`src/rtl/fetch_stage.sv`:
```
// Instruction-fetch stage: owns the PC, issues the instruction-memory read,
// and fills the IF/ID register. Next PC comes from a 2-bit BHT plus a
// direct-mapped BTB when FETCH_BRANCH_PREDICT_EN is defined; otherwise the
// next PC is always pc+4.
// Optional feature macro: FETCH_BRANCH_PREDICT_EN
module fetch_stage #(
   parameter logic [31:0] RESET_PC   = 32'h00000060,
   parameter int unsigned INDEX_BITS = 8,
   parameter logic [31:0] NOP_INSTR  = 32'h00000013
) (
   input  logic                  clk,
   input  logic                  rst,
   input  logic                  pipeline_continue,
   input  logic                  load_use_hazard,
   input  logic                  branch_hazard,
   input  logic                  pc_correction_sel,
   input  logic [31:0]           branch_target,
   input  logic [31:0]           ex_pc,
   input  logic                  ex_is_branch,
   input  logic                  ex_is_jump,
   input  logic                  ex_br_en,
   input  logic [INDEX_BITS-1:0] ex_bp_index,
   output logic [31:0]           imem_addr,
   output logic                  imem_read,
   input  logic [31:0]           imem_rdata,
   output logic [31:0]           id_pc,
   output logic [31:0]           id_instr,
   output logic [INDEX_BITS-1:0] id_bp_index,
   output logic                  id_pred_taken
);

   localparam int unsigned ENTRIES = 1 << INDEX_BITS;
   localparam int unsigned TAG_W   = 32 - INDEX_BITS - 2;

   logic [31:0]           pc;
   logic [31:0]           pc_plus4;
   logic [31:0]           pred_next;
   logic                  pred_taken;
   logic [INDEX_BITS-1:0] idx;

   assign idx       = pc[INDEX_BITS+1:2];
   assign pc_plus4  = pc + 32'd4;
   assign imem_addr = pc;
   assign imem_read = ~rst;

`ifdef FETCH_BRANCH_PREDICT_EN
   logic [1:0]       bht        [ENTRIES];
   logic             btb_valid  [ENTRIES];
   logic [TAG_W-1:0] btb_tag    [ENTRIES];
   logic [31:0]      btb_target [ENTRIES];
   logic             btb_is_jump[ENTRIES];

   logic [TAG_W-1:0] tag;
   logic             hit;
   logic             btb_write;

   assign tag       = pc[31:INDEX_BITS+2];
   assign btb_write = (ex_is_branch && ex_br_en) || ex_is_jump;

   // Lookup: taken when the BTB hits and the entry is a jump or the counter says taken
   always_comb begin
      hit        = btb_valid[idx] && (btb_tag[idx] == tag);
      pred_taken = hit && (btb_is_jump[idx] || bht[idx][1]);
      pred_next  = pred_taken ? btb_target[idx] : pc_plus4;
   end

   // Counters and valid bits: reset to weakly-not-taken / empty, trained from EX
   always_ff @(posedge clk or posedge rst) begin
      if (rst) begin
         for (int unsigned i = 0; i < ENTRIES; i++) begin
            bht[INDEX_BITS'(i)]       <= 2'b01;
            btb_valid[INDEX_BITS'(i)] <= 1'b0;
         end
      end else if (pipeline_continue) begin
         if (ex_is_branch) begin
            if (ex_br_en && (bht[ex_bp_index] != 2'b11))
               bht[ex_bp_index] <= bht[ex_bp_index] + 2'b01;
            else if (!ex_br_en && (bht[ex_bp_index] != 2'b00))
               bht[ex_bp_index] <= bht[ex_bp_index] - 2'b01;
         end
         if (btb_write)
            btb_valid[ex_bp_index] <= 1'b1;
      end
   end

   // BTB payload; meaningless until the matching valid bit is set
   always_ff @(posedge clk) begin
      if (pipeline_continue && btb_write) begin
         btb_tag[ex_bp_index]     <= ex_pc[31:INDEX_BITS+2];
         btb_target[ex_bp_index]  <= branch_target;
         btb_is_jump[ex_bp_index] <= ex_is_jump;
      end
   end
`else
   logic unused_train;

   assign unused_train = ^{ex_is_branch, ex_is_jump, ex_br_en, ex_bp_index};

   // No predictor: always fall through
   always_comb begin
      pred_taken = 1'b0;
      pred_next  = pc_plus4;
   end
`endif

   // PC and IF/ID register: stall, flush, load-use hold, then normal advance
   always_ff @(posedge clk or posedge rst) begin
      if (rst) begin
         pc            <= RESET_PC;
         id_pc         <= 32'd0;
         id_instr      <= NOP_INSTR;
         id_bp_index   <= '0;
         id_pred_taken <= 1'b0;
      end else if (pipeline_continue) begin
         if (branch_hazard) begin
            pc            <= pc_correction_sel ? (ex_pc + 32'd4) : branch_target;
            id_pc         <= pc;
            id_instr      <= NOP_INSTR;
            id_pred_taken <= 1'b0;
         end else if (load_use_hazard) begin
            pc            <= pred_next;
            id_pc         <= pc;
            id_instr      <= imem_rdata;
            id_bp_index   <= idx;
            id_pred_taken <= pred_taken;
         end
      end
   end

endmodule

```
`config.mk`:
```
export PLATFORM = sky130hd
export DESIGN_NAME = fetch_stage
export DESIGN_NICKNAME = d
export VERILOG_FILES = /design/src/rtl/fetch_stage.sv
export SDC_FILE = /design/constraint.sdc
export NUM_CORES = 1
export LEC_CHECK = 0
export ABC_AREA = 1
export ABC_CLOCK_PERIOD_IN_PS = 11250
export BUFFER_PORTS_ARGS = -buffer_cell sky130_fd_sc_hd__buf_2
export CAP_MARGIN = 5
export CORE_MARGIN = 1.5
export CORE_UTILIZATION = 55
export DETAILED_ROUTE_END_ITERATION = 7
export PLACE_DENSITY = 0.94
export SYNTH_ARGS = -nofsm -noshare
export SYNTH_HDL_FRONTEND = slang
export SYNTH_SLANG_ARGS = --single-unit
```
`constraint.sdc`:
```
create_clock -name clk -period 11.25 [get_ports clk]
set_clock_uncertainty 0.15 [all_clocks]
set_input_delay 2.25 -clock clk [delete_from_list [all_inputs] [get_ports clk]]
set_output_delay 2.25 -clock clk [all_outputs]
set_load 0.02 [all_outputs]
```
==> results of run 1 <==
-- critical path, delay by kind of cell --
kind | cells | cell delay (ps)
buf+inv | 3 | 810
-- state kept, by name (all words and copies together), names as in the netlist --
name / count
id_pc: 32
imem_addr: 32
id_instr: 32
id_bp_index: 8
-- power by group --
| part | internal [mW] | leakage (nW) | switching (mW) |
|---|---|---|---|
| clock network | 0.159 | 0.145 | 0.141 |
| logic | 0.113 | 2.65 | 0.244 |
| registers | 0.437 | 1.28 | 0.0588 |
| total | 0.709 | 4.07 | 0.444 |
-- metal layers --
layer / track usage / routed length, um / vias to the layer above
met5: 0 / 0 / -
met3: 0.05526 / 1495 / 49
li1: - / - / 3380
met4: 0.1392 / 658 / 0
met1: 0.3913 / 7569 / 3011
met2: 0.5009 / 8433 / 313
-- cells in the final DEF, fill, tap and decap left out, drive strengths merged, types with 8 or more instances in the layout --
cell type and n:
inv 62, o21ai 67, nand3 82, clkbuf 10, a21oi 8, a31oi 9, dfrtp 99, buf 210
nand2 393, nor2 160
-- cells by family after synthesis --
family                     Yosys count  share of synthesized area
and+or+nand+nor                    649                     0.4265
DFF                                104                     0.4129
buffers and inverters               97                    0.06475
AOI/OAI and AO/OA                   92                    0.07742
xor gates and xnor gates            10                    0.01386
adders and majority gates            2                   0.003960
other                                1                  0.0005935
-- per-stage QoR --
step | power (mW) | cell area (um^2) | setup WS [ps]
after global routing | 1.223 | 7664 | 5667
after global placement | 0.8454 | 7373 | 5730
after detailed placement | 0.8556 | 7373 | 5731
final | 1.153 | 7664 | 5770
after CTS | 1.157 | 7664 | 5728
after floorplan | 0.7191 | 6319 | 4351
-- worst max path at each step --
stage | start | endpoint | slack [ps] | cells past startpoint
finish | rst | imem_read | 5770 | 3
global route | rst | imem_read | 5670 | 3
CTS | rst | imem_read | 5730 | 3
detailed placement | rst | imem_read | 5730 | 3
global placement | rst | imem_read | 5730 | 3
floorplan | rst | imem_read | 4350 | 1
-- final cells by class --
class | count | area (um^2)
clock buffers | 10 | 239.0
clock inverters | 6 | 51.30
fillers | 965 | 3367
inverters | 60 | 227.7
multi-input cells | 754 | 3301
flip-flops and latches | 104 | 2609
well taps | 140 | 175.2
repair buffers | 210 | 1061
==> results.yml, run 1 <==
clocking:
  root_buffer: "clkbuf_16"
  postCtsSetupBuffers: 0
  cts_sinks: 104
  cts_max_level: 3
  cts_tree: "built"
  clk_path_buf_depth: 2
  worstSkewPairLatency_ps: 340
  clk_pin_slew_worst_paths_ps: 70
  cts_resized: 0
  numCtsBuffers: 9
  hold_buffers: 0
synth:
  synthesis.area_um2: 6319
  yosys_warnings: 0
  synth_edf_count: 0
  avgSynthCellArea_um2: 6.616
  ys_seq_area_frac: 0.4129
  synthArstFlopShare: 1.000
  synth_ff_type: "dfrtp_1"
  syn-num-nets: 1070
  synth_top_cell_by_area: "dfrtp_1"
  netlist.area_leader.share: 0.3921
  synth.most_common_cell: "nand2_1"
  synth_area_leaders: "dfrtp_1, nand2_1, nor2_1"
  ys_ff_latch: 104
  synthTopCellsByCount: "nand2_1, nor2_1, dfrtp_1, nand3_1, o21ai_0"
  synthCells: 955
  yosysUniqueCellTypes: 38
worst_setup_path:
  worst_path_max_delay_cell: "inv_4"
  path_common_cell: "buf_2"
  cp_max_fo: 48
  crit_path_cell_trace: "buf_2 > inv_4 > buf_2"
  arrival_ps: 3080
  r2r-end: "imem_addr[28]"
  reg2reg_depth: 11
  crit_required_ps: 8850
  critical_path.max_stage_delay_ps: 430
  worstSetupEndpointType: "primary output"
  r2r_start: "imem_addr[11]"
  cp-start-kind: "primary input"
  r2r_setup_slack_ps: 9300
  worstSetupPathType: "primary input to primary output"
grt:
  grt_max_degree: 81
  track_usage: 0.3043
  grt_antenna_before_repair: 0
  grt_remaining_overflow: 0
  grt_pass1_vias: 6110
  grt_pass1_wl_um: 28710
timing:
  tightestPinTransition_ps: 876.8
  finalSetupTns_ps: 0
  maxSlewHeadroom: 0.4155
  max_freq_mhz: 182.5
  fin_crit_ps: 5480
  setup_viol: 0
  fin_crit_sh: 0.4871
  slew_viol_final: 0
  holdWs_ps: 316.5
  hold_violations: 0
  grt_setup_unrepaired: "no"
floorplan:
  die_width_um: 110.2
  start_util: 0.5728
  dieArea_um2: 12140
  std_cell_rows: 38
  die_h_um: 110.2
  core_um2: 11030
  ioPinCount: 219
place:
  dp_hpwl_um: 13630
  placedCellCount: 1268
  io_buffers: 206
  gp_congestion: 0.9742
drt:
  drtIter0Drc: 537
  vias: 6753
  via_per_inst: 5.259
  postRouteAntennaNets: 0
  dr.pass1.iters: 7
  wl_per_cell_um: 14.14
  drt-total-wl_um: 18160
  drc: 0
run_status:
  status: "completed"
layout:
  antenna_cells: 0
  drive_above_1_share: 0.2316
  utilization: 0.6948
  nets: 1254
  area_delta_synth_final_pct: 21.29
  final_cells: 1284
hold_path:
  hp-start: "id_instr[4]"
  min_path_cells: 2
  hp-class: "flop to flop"
  holdPathEnd: "id_instr[4]"
power:
  vdd_ir_drop_max_mv: 0.09650
  power.density_nw_per_um2: 150.5
  leakage_nw: 4.075
job:
  cap_violations: 0
Note: power is estimated with default switching activity, not from simulation.
==> inputs of run 2 (changes only) <==
==> config.mk (replaced) <==
export PLATFORM = sky130hd
export DESIGN_NAME = fetch_stage
export DESIGN_NICKNAME = d
export VERILOG_FILES = /design/src/rtl/fetch_stage.sv
export SDC_FILE = /design/constraint.sdc
export NUM_CORES = 1
export LEC_CHECK = 0
export ABC_AREA = 0
export ABC_CLOCK_PERIOD_IN_PS = 5500
export BUFFER_PORTS_ARGS = -buffer_cell sky130_fd_sc_hd__buf_2
export CAP_MARGIN = 5
export CORE_MARGIN = 1.5
export CORE_UTILIZATION = 49
export DETAILED_ROUTE_END_ITERATION = 7
export PLACE_DENSITY = 0.87
export SYNTH_ARGS = -nofsm -noshare
export SYNTH_HDL_FRONTEND = slang
export SYNTH_SLANG_ARGS = --single-unit
==> constraint.sdc (replaced) <==
create_clock -name clk -period 5.5 [get_ports clk]
set_clock_uncertainty 0.15 [all_clocks]
set_input_delay 1.1 -clock clk [delete_from_list [all_inputs] [get_ports clk]]
set_output_delay 1.1 -clock clk [all_outputs]
set_load 0.02 [all_outputs]
==> run 2 against run 1 <==
  * Hold slack better by 6.8 ps
  * Register-to-register slack worse by 6400 ps
  * Non-clock buffer count unchanged
  * First-iteration DRC count up 33%
  * Worst setup slack worse by 4000 ps
  * Die area about the same
  * Sequential power up 110%
==> results.yml, run 2 <==
drt:
  via_per_inst: 5.971
  drt-total-wl_um: 16680
  dr.pass1.iters: 6
  vias: 5726
  postRouteAntennaNets: 0
  wl_per_cell_um: 17.39
  drtIter0Drc: 714
  drc: 0
worst_setup_path:
  critical_path.max_stage_delay_ps: 860
  cp_max_fo: 34
  arrival_ps: 3780
  startpoint: "branch_hazard"
  path_common_cell: "o21ai_0"
  crit_required_ps: 5560
  reg2reg_depth: 6
  worstSetupEndpointType: "flop"
  cp_num_cells: 6
  crit_path_cell_trace: "buf_2 > clkinv_1 > a21oi_4 > nand2_1 > o21ai_0 > o21ai_0"
  r2r-end: "imem_addr[26]"
  worstSetupPathType: "primary input to flop"
  endpoint: "imem_addr[23]"
  worst_path_max_delay_cell: "a21oi_4"
  crit_buf_inv: 2
  cp-start-kind: "primary input"
  r2r_start: "imem_addr[3]"
  r2r_setup_slack_ps: 2950
  cp_top_family: "compound AO/OA/AOI/OAI gates"
power:
  power.density_nw_per_um2: 329.5
  vdd_ir_drop_max_mv: 0.2023
  power_frac_seq: 0.440
  pwr-share-comb: 0.274
  internal_power_mw: 1.486
  p_sw_frac: 0.3602
  leakage_nw: 3.428
  p_sw_mw: 0.8365
  pwr-share-clk: 0.286
grt:
  grt_antenna_before_repair: 0
  track_usage: 0.2731
  grt_max_degree: 77
  grt_pass1_vias: 5155
  grt_remaining_overflow: 0
  grt_pass1_wl_um: 25720
layout:
  final_area_um2: 7049
  most-common-layout-cells: "buf_2, nand2_1, dfrtp_1"
  utilization: 0.6391
  final_common_cell: "buf_2"
  nets: 928
  drive_above_1_share: 0.3068
  area_delta_synth_final_pct: 25.14
synth:
  synth_top_cell_by_area: "dfrtp_1"
  syn-num-nets: 749
  synthArstFlopShare: 1.000
  netlist.area_leader.share: 0.4398
  synth.most_common_cell: "nand2_1"
  synthTopCellsByCount: "nand2_1, dfrtp_1, nor2_1, clkbuf_1, o21ai_0"
  yosys_warnings: 0
  ys_seq_area_frac: 0.4631
  yosysUniqueCellTypes: 56
  synthCells: 634
  ys_ff_latch: 104
  synth_edf_count: 0
  synth_area_leaders: "dfrtp_1, nand2_1, a22o_1"
  synth_ff_type: "dfrtp_1"
  avgSynthCellArea_um2: 8.885
  synthesis.area_um2: 5633
clocking:
  hold_buffers: 0
  clk_pin_slew_worst_paths_ps: 80
  root_buffer: "clkbuf_16"
  clk_path_buf_depth: 2
  postCtsSetupBuffers: 0
  cts_sinks: 104
  numCtsBuffers: 9
  cts_tree: "built"
  cts_max_level: 3
  worstSkewPairLatency_ps: 340
  cts_resized: 0
timing:
  max_freq_mhz: 268.8
  maxSlewHeadroom: 0.3557
  finalSetupTns_ps: 0
  holdWs_ps: 323.3
  fin_crit_sh: 0.6763
  layout_setup_ws_ps: 1780
  setup_viol: 0
  slew_viol_final: 0
  grt_setup_unrepaired: "no"
  fin_crit_ps: 3720
  tightestPinTransition_ps: 965.4
  hold_violations: 0
place:
  dp_hpwl_um: 11920
  postPlaceCellArea_um2: 6733
  gp_congestion: 0.9459
  io_buffers: 206
  pre_cts_ws_ps: 1540
floorplan:
  die_width_um: 110.2
  core_um2: 11030
  ioPinCount: 219
  dieArea_um2: 12150
  std_cell_rows: 38
  start_util: 0.5107
  die_h_um: 110.2
hold_path:
  hp-class: "flop to flop"
job:
  cap_violations: 0
run_status:
  status: "completed"
run 2: power by group through the flow:
| stage | combinational [mW] | sequential (mW) | clock, mW |
|---|---|---|---|
| floorplan | 0.259 | 1.15 | 0 |
| global placement | 0.624 | 1.03 | 0 |
| detailed placement | 0.633 | 1.03 | 0 |
| CTS | 0.637 | 1.02 | 0.678 |
| global route | 0.698 | 1.04 | 0.708 |
| finish | 0.636 | 1.02 | 0.664 |
run 2: tightest hold or removal path, cell delays in order, from the launching register on:
cell     delay, ps
dfrtp_1        340
nand2_1         50
nand2_1         50
run 2: per-stage QoR:
stage	total power, mW	std cells
3_5_place_dp	1.666	942
6_report	2.323	959
5_1_grt	2.447	958
4_1_cts	2.333	958
3_3_place_gp	1.650	942
2_1_floorplan	1.406	634
run 2: per-layer routing:
layer  vias to the layer above  part of all wire  track usage
li1                       2689                 -            -
met1                      2638              0.42       0.3607
met2                       356              0.45       0.4414
met3                        43              0.10      0.04644
met4                         0             0.027       0.1227
met5                         -                 0            0
run 2: how the worst min path moves through the flow:
stage | start | to | slack, ps | cells after the start
4_1_cts | id_pc[7] | id_pc[7] | 320 | 2
3_5_place_dp | id_pc[7] | id_pc[7] | 310 | 2
6_report | id_pc[1] | id_pc[1] | 320 | 2
5_1_grt | id_instr[1] | id_instr[1] | 360 | 2
3_3_place_gp | id_pc[22] | id_pc[22] | 300 | 2
2_1_floorplan | id_instr[0] | id_instr[0] | 370 | 2
run 2: cell type report:
type | instances | area, um^2
fillers | 938 | 3981
repair buffers | 210 | 1061
well taps | 140 | 175.2
clock buffers | 9 | 225.2
inverters | 10 | 40.04
clock inverters | 7 | 88.84
diodes | 1 | 2.502
flip-flops and latches | 104 | 2609
multi-input cells | 478 | 2848
run 2: kinds of logic after synthesis:
group                      Yosys count  share of synthesized area
adders and majority gates            2                   0.004442
muxes                               25                    0.04687
DFF                                104                     0.4631
AOI/OAI and AO/OA                  145                     0.1795
and+or+nand+nor                    289                     0.2448
xor gates and xnor gates            16                    0.02488
buffers and inverters               52                    0.03576
other                                1                  0.0006657
==> inputs of run 3 (changes only) <==
==> config.mk (replaced) <==
export PLATFORM = sky130hd
export DESIGN_NAME = fetch_stage
export DESIGN_NICKNAME = d
export VERILOG_FILES = /design/src/rtl/fetch_stage.sv
export SDC_FILE = /design/constraint.sdc
export NUM_CORES = 1
export LEC_CHECK = 0
export ABC_AREA = 1
export ABC_CLOCK_PERIOD_IN_PS = 3800
export BUFFER_PORTS_ARGS = -buffer_cell sky130_fd_sc_hd__buf_2
export CAP_MARGIN = 5
export CORE_MARGIN = 1.5
export CORE_UTILIZATION = 51
export DETAILED_ROUTE_END_ITERATION = 7
export PLACE_DENSITY = 0.88
export SYNTH_ARGS = -nofsm -noshare
export SYNTH_HDL_FRONTEND = slang
export SYNTH_SLANG_ARGS = --single-unit
==> constraint.sdc (replaced) <==
create_clock -name clk -period 3.8 [get_ports clk]
set_clock_uncertainty 0.15 [all_clocks]
set_input_delay 0.76 -clock clk [delete_from_list [all_inputs] [get_ports clk]]
set_output_delay 0.76 -clock clk [all_outputs]
set_load 0.02 [all_outputs]
==> run 3 against run 2 <==
  * Via count grew 19%
  * First-iteration DRC count shrank 23%
  * Utilization up 0.28 points
  * Critical endpoint is now id_instr[6]
  * Largest power group unchanged
==> results.yml, run 3 (synthesized netlist as in run 1, its figures left out) <==
place:
  io_buffers: 206
  pre_cts_ws_ps: 825.2
  postPlaceCellArea_um2: 7467
  gp_congestion: 0.9385
  dp_hpwl_um: 14720
worst_setup_path:
  r2r-end: "imem_addr[26]"
  crit_required_ps: 3930
  worstSetupPathType: "primary input to flop"
  r2r_start: "imem_addr[2]"
  startpoint: "branch_hazard"
  reg2reg_depth: 12
  endpoint: "id_instr[6]"
  cp_max_fo: 39
  r2r_setup_slack_ps: 1840
  arrival_ps: 2780
  worstSetupEndpointType: "flop"
  cp-start-kind: "primary input"
clocking:
  cts_max_level: 3
  clk_path_buf_depth: 2
  cts_tree: "built"
  clk_pin_slew_worst_paths_ps: 60
  hold_buffers: 0
  cts_sinks: 104
  postCtsSetupBuffers: 0
  numCtsBuffers: 9
  root_buffer: "clkbuf_16"
  cts_resized: 0
  worstSkewPairLatency_ps: 350
power:
  internal_power_mw: 2.098
  leakage_nw: 4.098
  power_frac_seq: 0.433
  power_mw: 3.389
  power.density_nw_per_um2: 437.8
  p_sw_frac: 0.3811
  vdd_ir_drop_max_mv: 0.2199
  p_sw_mw: 1.292
  pwr-share-clk: 0.253
  pwr-share-comb: 0.314
floorplan:
  ioPinCount: 219
  core_um2: 12060
  die_width_um: 114.3
  dieArea_um2: 13070
  std_cell_rows: 40
  start_util: 0.5239
  die_h_um: 114.3
timing:
  hold_violations: 0
  fin_crit_ps: 2656
  fin_crit_sh: 0.6988
  tightestPinTransition_ps: 754.4
  grt_setup_unrepaired: "no"
  max_freq_mhz: 376.6
  setup_viol: 0
  finalSetupTns_ps: 0
  layout_setup_ws_ps: 1144
  maxSlewHeadroom: 0.4971
  slew_viol_final: 0
layout:
  nets: 1260
  area_delta_synth_final_pct: 22.53
  drive_above_1_share: 0.2348
  final_common_cell: "nand2_1"
  most-common-layout-cells: "nand2_1, buf_2, nor2_1"
  antenna_cells: 0
  final_area_um2: 7742
  utilization: 0.6419
run_status:
  status: "completed"
hold_path:
  hp-class: "flop to flop"
  hp-start: "id_instr[0]"
drt:
  dr.pass1.iters: 5
  drt-total-wl_um: 19090
  wl_per_cell_um: 14.48
  drc: 0
  drtIter0Drc: 553
  via_per_inst: 5.161
  postRouteAntennaNets: 0
  vias: 6802
grt:
  grtUsageMet1: 0.3694
  top_usage_layer: "met2"
  grt_remaining_overflow: 0
  track_usage: 0.2949
  grt_antenna_before_repair: 0
  use_met2: 0.5036
  grt_pass1_vias: 6312
  grt_max_degree: 64
  globalRouteMet3Util: 0.05611
  grt_pass1_wl_um: 30230
job:
  cap_violations: 0
==> run 3: changes by cell type in the layout (fill, tap and decap cells not counted), sizes merged, moves of 9 or more <==
cell / delta
and4: -12
nand4: -24
inv: +47
nand3: +56
nor2: +120
o21ai: +33
mux2i: -14
nand2: +257
mux2: -11
and3: -10
nor4: -9
a22o: -30
==> run 3: cell type report <==
| class | instances | area (um^2) |
|---|---|---|
| Clock buffer | 11 | 242.7 |
| Clock inverter | 5 | 32.53 |
| Fill cell | 1110 | 4319 |
| Inverter | 60 | 229.0 |
| Multi-Input combinational cell | 754 | 3301 |
| Sequential cell | 104 | 2609 |
| Tap cell | 168 | 210.2 |
| Timing Repair Buffer | 216 | 1119 |
==> run 3: stage by stage <==
step,hold slack [ps],std cells
floorplan,345.3,955
global placement,298.0,1302
detailed placement,304.2,1302
CTS,314.2,1318
global route,325.8,1318
finish,312.1,1318
==> run 3: routing by layer <==
| layer | part of all wire | vias to the layer above | wire, um |
|---|---|---|---|
| li1 | - | 3384 | - |
| met1 | 0.41 | 3042 | 7872 |
| met2 | 0.47 | 325 | 8926 |
| met3 | 0.086 | 51 | 1636 |
| met4 | 0.034 | 0 | 650 |
| met5 | 0 | - | 0 |
==> run 3: power groups by stage <==
stage / Sequential [mW] / Clock (mW) / Combinational, mW
final: 1.47 / 0.857 / 1.06
after global routing: 1.49 / 0.921 / 1.17
after CTS: 1.46 / 0.869 / 1.07
after detailed placement: 1.48 / 0 / 1.06
after global placement: 1.48 / 0 / 1.04
after floorplan: 1.68 / 0 / 0.447
==> run 3: critical path, cell delays in order <==
cell and delay [ps]:
buf_2 220, nand2_1 280, nand2_2 320, inv_2 590, buf_4 400, nand2_1 110
nand2_1 80
==> run 3: how the worst min path moves through the flow <==
stage	endpoint	slack (ps)	cells after the start
after global routing	id_instr[0]	330	2
after global placement	id_instr[0]	300	2
after floorplan	id_instr[0]	350	2
final	id_instr[0]	310	2
after detailed placement	id_instr[1]	300	2
after CTS	id_instr[1]	310	2
